===== src/rtl/fp_minmax_cmp_pipe.sv =====
// ============================================================================
// fp_minmax_cmp_pipe
// ----------------------------------------------------------------------------
// Two-stage pipelined single-precision execution stage for FMIN.S, FMAX.S,
// FEQ.S, FLT.S and FLE.S (plus optional FCLASS.S), following the RISC-V
// NaN rules. The stage sits between operand read/issue and writeback, holds
// its result under backpressure and accumulates the sticky NV flag.
//
// Optional feature: define FP_FCLASS_EN to enable op 5 = FCLASS.S on in1.
// Without it, op 5 is handled like the reserved ops (result 0, NV 0).
//
// Ports:
//   CLK         in   clock, rising edge
//   RSTn        in   asynchronous active-low reset
//   flush       in   synchronous kill of every in-flight op
//   in_valid    in   op offered
//   in_ready    out  stage can accept an op (no path from in_valid)
//   in_op       in   3-bit opcode: 0 FMIN, 1 FMAX, 2 FEQ, 3 FLT, 4 FLE,
//                    5 FCLASS (optional), 6-7 reserved
//   in_rd       in   destination tag carried with the op
//   in1, in2    in   binary32 operands rs1 / rs2
//   out_valid   out  result available (held with out_* until out_ready)
//   out_ready   in   writeback accepts the result
//   out_rd      out  destination tag of the result
//   out_data    out  FP value, or zero-extended 0/1 / class mask
//   out_invalid out  NV exception for this result
//   flags_nv    out  sticky accumulated NV
//   flags_clr   in   clears flags_nv (a coincident setting transfer wins)
// ============================================================================
module fp_minmax_cmp_pipe #(
    parameter int RD_W = 5
) (
    input  logic            CLK,
    input  logic            RSTn,
    input  logic            flush,
    input  logic            in_valid,
    output logic            in_ready,
    input  logic [2:0]      in_op,
    input  logic [RD_W-1:0] in_rd,
    input  logic [31:0]     in1,
    input  logic [31:0]     in2,
    output logic            out_valid,
    input  logic            out_ready,
    output logic [RD_W-1:0] out_rd,
    output logic [31:0]     out_data,
    output logic            out_invalid,
    output logic            flags_nv,
    input  logic            flags_clr
);

    localparam logic [2:0]  OP_FMIN    = 3'd0;
    localparam logic [2:0]  OP_FMAX    = 3'd1;
    localparam logic [2:0]  OP_FEQ     = 3'd2;
    localparam logic [2:0]  OP_FLT     = 3'd3;
    localparam logic [2:0]  OP_FLE     = 3'd4;
`ifdef FP_FCLASS_EN
    localparam logic [2:0]  OP_FCLASS  = 3'd5;
`endif
    localparam logic [31:0] QNAN_CANON = 32'h7FC0_0000;

    // ------------------------------------------------------------------
    // Operand classification and ordering helpers
    // ------------------------------------------------------------------
    function automatic logic f_is_nan(input logic [31:0] x);
        return (x[30:23] == 8'hFF) && (x[22:0] != 23'd0);
    endfunction

    function automatic logic f_is_snan(input logic [31:0] x);
        return f_is_nan(x) && !x[22];
    endfunction

    function automatic logic f_is_zero(input logic [31:0] x);
        return x[30:0] == 31'd0;
    endfunction

    // Sign-magnitude total order with -0 < +0. Magnitudes compare as plain
    // unsigned integers because binary32 exponent sits above the fraction.
    function automatic logic f_lt_total(input logic [31:0] a, input logic [31:0] b);
        if (a[31] != b[31])
            return a[31];
        else if (a[31])
            return a[30:0] > b[30:0];
        else
            return a[30:0] < b[30:0];
    endfunction

`ifdef FP_FCLASS_EN
    function automatic logic [9:0] f_fclass(input logic [31:0] x);
        logic       s;
        logic [7:0] e;
        logic [22:0] f;
        logic [9:0] m;
        s = x[31];
        e = x[30:23];
        f = x[22:0];
        m = 10'd0;
        if (e == 8'hFF) begin
            if (f == 23'd0) begin
                if (s) m[0] = 1'b1;
                else   m[7] = 1'b1;
            end else if (f[22]) begin
                m[9] = 1'b1;
            end else begin
                m[8] = 1'b1;
            end
        end else if (e == 8'h00) begin
            if (f == 23'd0) begin
                if (s) m[3] = 1'b1;
                else   m[4] = 1'b1;
            end else begin
                if (s) m[2] = 1'b1;
                else   m[5] = 1'b1;
            end
        end else begin
            if (s) m[1] = 1'b1;
            else   m[6] = 1'b1;
        end
        return m;
    endfunction
`endif

    // Stage 1 registers (operands)
    logic            r_vld_p1;
    logic [2:0]      r_op_p1;
    logic [RD_W-1:0] r_rd_p1;
    logic [31:0]     r_a_p1;
    logic [31:0]     r_b_p1;

    // Stage 2 registers (result, drives the output port directly)
    logic            r_vld_p2;
    logic [RD_W-1:0] r_rd_p2;
    logic [31:0]     r_data_p2;
    logic            r_nv_p2;
    logic            r_flag_nv;

    logic            w_advance;
    logic            w_in_xfer;
    logic            w_out_xfer;
    logic            w_a_nan;
    logic            w_b_nan;
    logic            w_a_snan;
    logic            w_b_snan;
    logic            w_both_zero;
    logic            w_lt_ab;
    logic            w_eq_ab;
    logic            w_any_nan;
    logic [31:0]     w_res_data;
    logic            w_res_nv;

    // S2 can take a new result when empty or when its current one leaves.
    assign w_advance  = ~r_vld_p2 | out_ready;
    assign in_ready   = ~r_vld_p1 | w_advance;
    assign w_in_xfer  = in_valid & in_ready;
    assign w_out_xfer = r_vld_p2 & out_ready;

    assign out_valid   = r_vld_p2;
    assign out_rd      = r_rd_p2;
    assign out_data    = r_data_p2;
    assign out_invalid = r_nv_p2;
    assign flags_nv    = r_flag_nv;

    // ------------------------------------------------------------------
    // Stage 0 -> 1: operand capture
    // ------------------------------------------------------------------
    always_ff @(posedge CLK) begin
        if (w_in_xfer && !flush) begin
            r_op_p1 <= in_op;
            r_rd_p1 <= in_rd;
            r_a_p1  <= in1;
            r_b_p1  <= in2;
        end
    end

    // ------------------------------------------------------------------
    // Stage 1 -> 2: min/max/compare evaluation
    // ------------------------------------------------------------------
    assign w_a_nan     = f_is_nan(r_a_p1);
    assign w_b_nan     = f_is_nan(r_b_p1);
    assign w_a_snan    = f_is_snan(r_a_p1);
    assign w_b_snan    = f_is_snan(r_b_p1);
    assign w_any_nan   = w_a_nan | w_b_nan;
    assign w_both_zero = f_is_zero(r_a_p1) & f_is_zero(r_b_p1);
    assign w_lt_ab     = f_lt_total(r_a_p1, r_b_p1);
    assign w_eq_ab     = (r_a_p1 == r_b_p1) | w_both_zero;

    always_comb begin
        w_res_data = 32'd0;
        w_res_nv   = 1'b0;
        case (r_op_p1)
            OP_FMIN, OP_FMAX: begin
                if (w_a_nan && w_b_nan)
                    w_res_data = QNAN_CANON;
                else if (w_a_nan)
                    w_res_data = r_b_p1;
                else if (w_b_nan)
                    w_res_data = r_a_p1;
                else if (r_op_p1 == OP_FMIN)
                    w_res_data = w_lt_ab ? r_a_p1 : r_b_p1;
                else
                    w_res_data = w_lt_ab ? r_b_p1 : r_a_p1;
                w_res_nv = w_a_snan | w_b_snan;
            end
            OP_FEQ: begin
                w_res_data = {31'd0, ~w_any_nan & w_eq_ab};
                w_res_nv   = w_a_snan | w_b_snan;
            end
            // For compares the total order's -0 < +0 must not count.
            OP_FLT: begin
                w_res_data = {31'd0, ~w_any_nan & w_lt_ab & ~w_both_zero};
                w_res_nv   = w_any_nan;
            end
            OP_FLE: begin
                w_res_data = {31'd0, ~w_any_nan & ((w_lt_ab & ~w_both_zero) | w_eq_ab)};
                w_res_nv   = w_any_nan;
            end
`ifdef FP_FCLASS_EN
            OP_FCLASS: begin
                w_res_data = {22'd0, f_fclass(r_a_p1)};
                w_res_nv   = 1'b0;
            end
`endif
            default: begin
                w_res_data = 32'd0;
                w_res_nv   = 1'b0;
            end
        endcase
    end

    // ------------------------------------------------------------------
    // Control, result register and sticky flag
    // ------------------------------------------------------------------
    always_ff @(posedge CLK or negedge RSTn) begin
        if (!RSTn) begin
            r_vld_p1  <= 1'b0;
            r_vld_p2  <= 1'b0;
            r_rd_p2   <= '0;
            r_data_p2 <= 32'd0;
            r_nv_p2   <= 1'b0;
            r_flag_nv <= 1'b0;
        end else begin
            if (flush) begin
                r_vld_p1 <= 1'b0;
                r_vld_p2 <= 1'b0;
            end else begin
                if (w_advance)
                    r_vld_p2 <= r_vld_p1;
                if (in_ready)
                    r_vld_p1 <= in_valid;
            end

            // Result payload only moves with a real op so out_* stay put
            // while the result waits for out_ready.
            if (!flush && w_advance && r_vld_p1) begin
                r_rd_p2   <= r_rd_p1;
                r_data_p2 <= w_res_data;
                r_nv_p2   <= w_res_nv;
            end

            // Set has priority over clear.
            if (w_out_xfer && r_nv_p2)
                r_flag_nv <= 1'b1;
            else if (flags_clr)
                r_flag_nv <= 1'b0;
        end
    end

endmodule


===== config.mk =====
export PLATFORM = sky130hd
export DESIGN_NAME = fp_minmax_cmp_pipe
export DESIGN_NICKNAME = d
export VERILOG_FILES = /design/src/rtl/fp_minmax_cmp_pipe.sv
export SDC_FILE = /design/constraint.sdc
export NUM_CORES = 1
export LEC_CHECK = 0
export CORE_UTILIZATION = 41
export DETAILED_ROUTE_END_ITERATION = 10
export PLACE_DENSITY = 0.69
export RECOVER_POWER = 25
export SYNTH_ARGS = -nofsm -noshare
export SYNTH_HDL_FRONTEND = slang
export SYNTH_SLANG_ARGS = --single-unit

===== constraint.sdc =====
create_clock -name CLK -period 4.1 [get_ports CLK]
set_input_delay 0.82 -clock CLK [delete_from_list [all_inputs] [get_ports CLK]]
set_output_delay 0.82 -clock CLK [all_outputs]
set_load 0.02 [all_outputs]

==> metrics.txt <==
outcome finished, final reports clean; commonest non-fill, non-tap cell in the layout edfxtp_1; final hold violation count 0; row cnt 40; period utilization 87.8%; P_leak 2.82 nW; Max-slew headroom 34.9%; wire per inst 17.1 µm; CTS Sinks 113; crit path kind reg -> reg; I/O Buffers 118; HP Start r_rd_p1[1]$_DFFE_PP_; grt ovf 0; count of state elements after synthesis 113; GRT Overall Usage 20.6%; ant diodes 0; clock root buffer clkbuf_16; total CTS buffers 17; DR vias/cell 5.33; Hold Crit Depth 1; most frequent cells in the layout edfxtp_1, dlygate4sd3_1, clkdlybuf4s50_1; DP Wirelength 9.18 mm; RSZ-0062 raised after global routing false; # Max-Cap Violations 0; syn_nets 535; DRC violations left 0; min-delay worst type reg -> reg; sequential share of the synthesized area 61.6%; Initial DRC Count 295; nature of the critical path endpoint flop; Worst setup startpoint r_a_p1[16]$_DFFE_PP_; TritonCTS clock tree built; post-cts hold buffer count 0; Fin Setup TNS 0 ns; core area 0.0122 mm²; post-route minimum period 3.60 ns; Syn Area/Cell 12.2 µm²; synth unique cells 42; fillers 1004; Final ANT Viol Nets 0; Die Y 114 µm; largest net degree at the start of global routing 42; worst vdd ir 0.000253 V; Worst Tran Pin Value 0.976 ns; Die W 114 µm; # H-tree levels 4; first-pass GRT wire length 19.9 mm; via count 3878; Clock Latency Late Sink 0.41 ns; share of cells above drive strength 1 6.96%; drt total wl 12.5 mm; postcts setup bufs 0; Synth warnings 0; CP startpoint kind flop; setup violators final 0; CP arrival 3.88 ns; reg2reg setup slack 0.50 ns; Layout area overhead 36.2%; FF-to-FF path depth 12; Die Area 0.0131 mm²; initial antenna violation count 0; clk buf depth 2; max-slew violation total from the final report 0; RD Place Congestion 0.944; vias in the first global route 3874; CP Max Fanout 27; CTS clk-pin slew, worst paths 0.05 ns; Cell Pwr Density 439 mW/mm²; RR Startpoint r_a_p1[16]$_DFFE_PP_; CP required 4.38 ns; cell count after synthesis 424; Pre-antenna DRT Iters 5; final net count 659; Peak Freq 0.278 GHz; Post-Syn Area 0.00518 mm²; I/O Pins 119; post-layout util 58.0%; clk_skew 0.00728 ns; initial core utilization 42.6%; Resize count post-CTS 0
-- synth_stat cells (all sizes together) --
cell | instances | area share [%]
a2111oi | 1 | 0.17
a211oi | 3 | 0.43
a21boi | 1 | 0.15
a21oi | 14 | 1.4
a221o | 1 | 0.19
a221oi | 1 | 0.17
a22o | 1 | 0.17
a31oi | 1 | 0.24
and3b | 1 | 0.17
and4 | 1 | 0.17
and4b | 1 | 0.19
buf | 8 | 0.87
clkbuf | 10 | 0.72
clkdlybuf4s18 | 1 | 0.19
dfrtp | 41 | 20
edfxtp | 72 | 42
ha | 33 | 8.0
inv | 36 | 2.6
mux2 | 6 | 1.3
mux2i | 12 | 2.3
nand2 | 47 | 3.4
nand3 | 32 | 3.1
nand4 | 12 | 1.4
nor2 | 11 | 0.80
nor2b | 3 | 0.36
nor3 | 5 | 0.70
nor4 | 16 | 2.1
o211ai | 2 | 0.29
o21a | 1 | 0.15
o21ai | 20 | 1.9
o21bai | 2 | 0.29
o311ai | 21 | 3.6
o31ai | 1 | 0.15
or3 | 4 | 0.48
or3b | 1 | 0.17
xnor2 | 1 | 0.17
-- layer usage --
metal / track usage (%) / vias to the layer above / routed length, µm
met1: 27.7 / 1840 / 5600
met2: 31.2 / 172 / 5770
met4: 7.36 / 0 / 208
met5: 0 / - / 0
li1: - / 1845 / -
met3: 6.67 / 21 / 906
-- through the flow --
| stage | setup WS, ns | power, mW | hold slack (ns) | area (µm²) | cells |
|---|---|---|---|---|---|
| after floorplan | 0.816 | 1.56 | 0.455 | 5180 | 424 |
| after global placement | 0.502 | 1.77 | 0.460 | 6520 | 697 |
| after detailed placement | 0.414 | 1.78 | 0.467 | 6520 | 697 |
| after CTS | 0.610 | 3.13 | 0.478 | 7050 | 728 |
| after global routing | 0.354 | 3.21 | 0.498 | 7050 | 728 |
| final | 0.500 | 3.10 | 0.473 | 7050 | 728 |
-- worst max-delay path: stages (launching register included) --
cell and delay [ns]:
edfxtp_1 0.42, ha_1 0.35, a21oi_1 0.15, o21ai_0 0.14, a2111oi_0 0.45, o21ai_1 0.16, a31oi_2 0.32, mux2i_1 0.17
nor3_4 0.20, buf_4 0.29, buf_4 0.38, mux2i_1 0.33, o21ai_1 0.10
-- cells by family (layout without fill, tap and decap cells) --
kind of cell / after synthesis / in the layout / synth area share, %
DFF: 113 / 113 / 61.6
adders and majority gates: 33 / 33 / 7.97
buffers and inverters: 55 / 191 / 4.40
muxes: 18 / 18 / 3.62
xor gates and xnor gates: 1 / 1 / 0.169
AOI/OAI and AO/OA: 70 / 70 / 9.23
and+or+nand+nor: 134 / 134 / 13.0
-- sequential cells by signal (all words and copies together), names as in the netlist --
register	cells
out_data	32
r_a_p1	32
r_b_p1	32
out_rd	5
r_rd_p1	5
r_op_p1	3
flags_nv	1
out_invalid	1
out_valid	1
r_vld_p1	1
-- final timing paths --
path	endpoint
max	out_data[27]$_DFFE_PN0P_
min	out_rd[1]$_DFFE_PN0P_
max reg2reg	out_data[27]$_DFFE_PN0P_
min reg2reg	out_rd[1]$_DFFE_PN0P_
max in group asynchronous	out_data[20]$_DFFE_PN0P_
min in group asynchronous	out_data[23]$_DFFE_PN0P_
-- area by class of cell --
type	count	area [µm²]	area share, %
inverters	36	135	1.92
multi-input cells	256	1760	25.0
clock buffers	22	444	6.30
well taps	168	210	2.98
flip-flops and latches	113	3190	45.2
repair buffers	124	1220	17.3
clock inverters	9	91.3	1.29
-- report_power, final --
part,leakage [nW],internal (mW),switching [mW]
combinational,1.33,0.194,0.197
clock,0.264,0.876,0.473
sequential,1.22,1.30,0.0578
(Power assumes the default switching activity.)
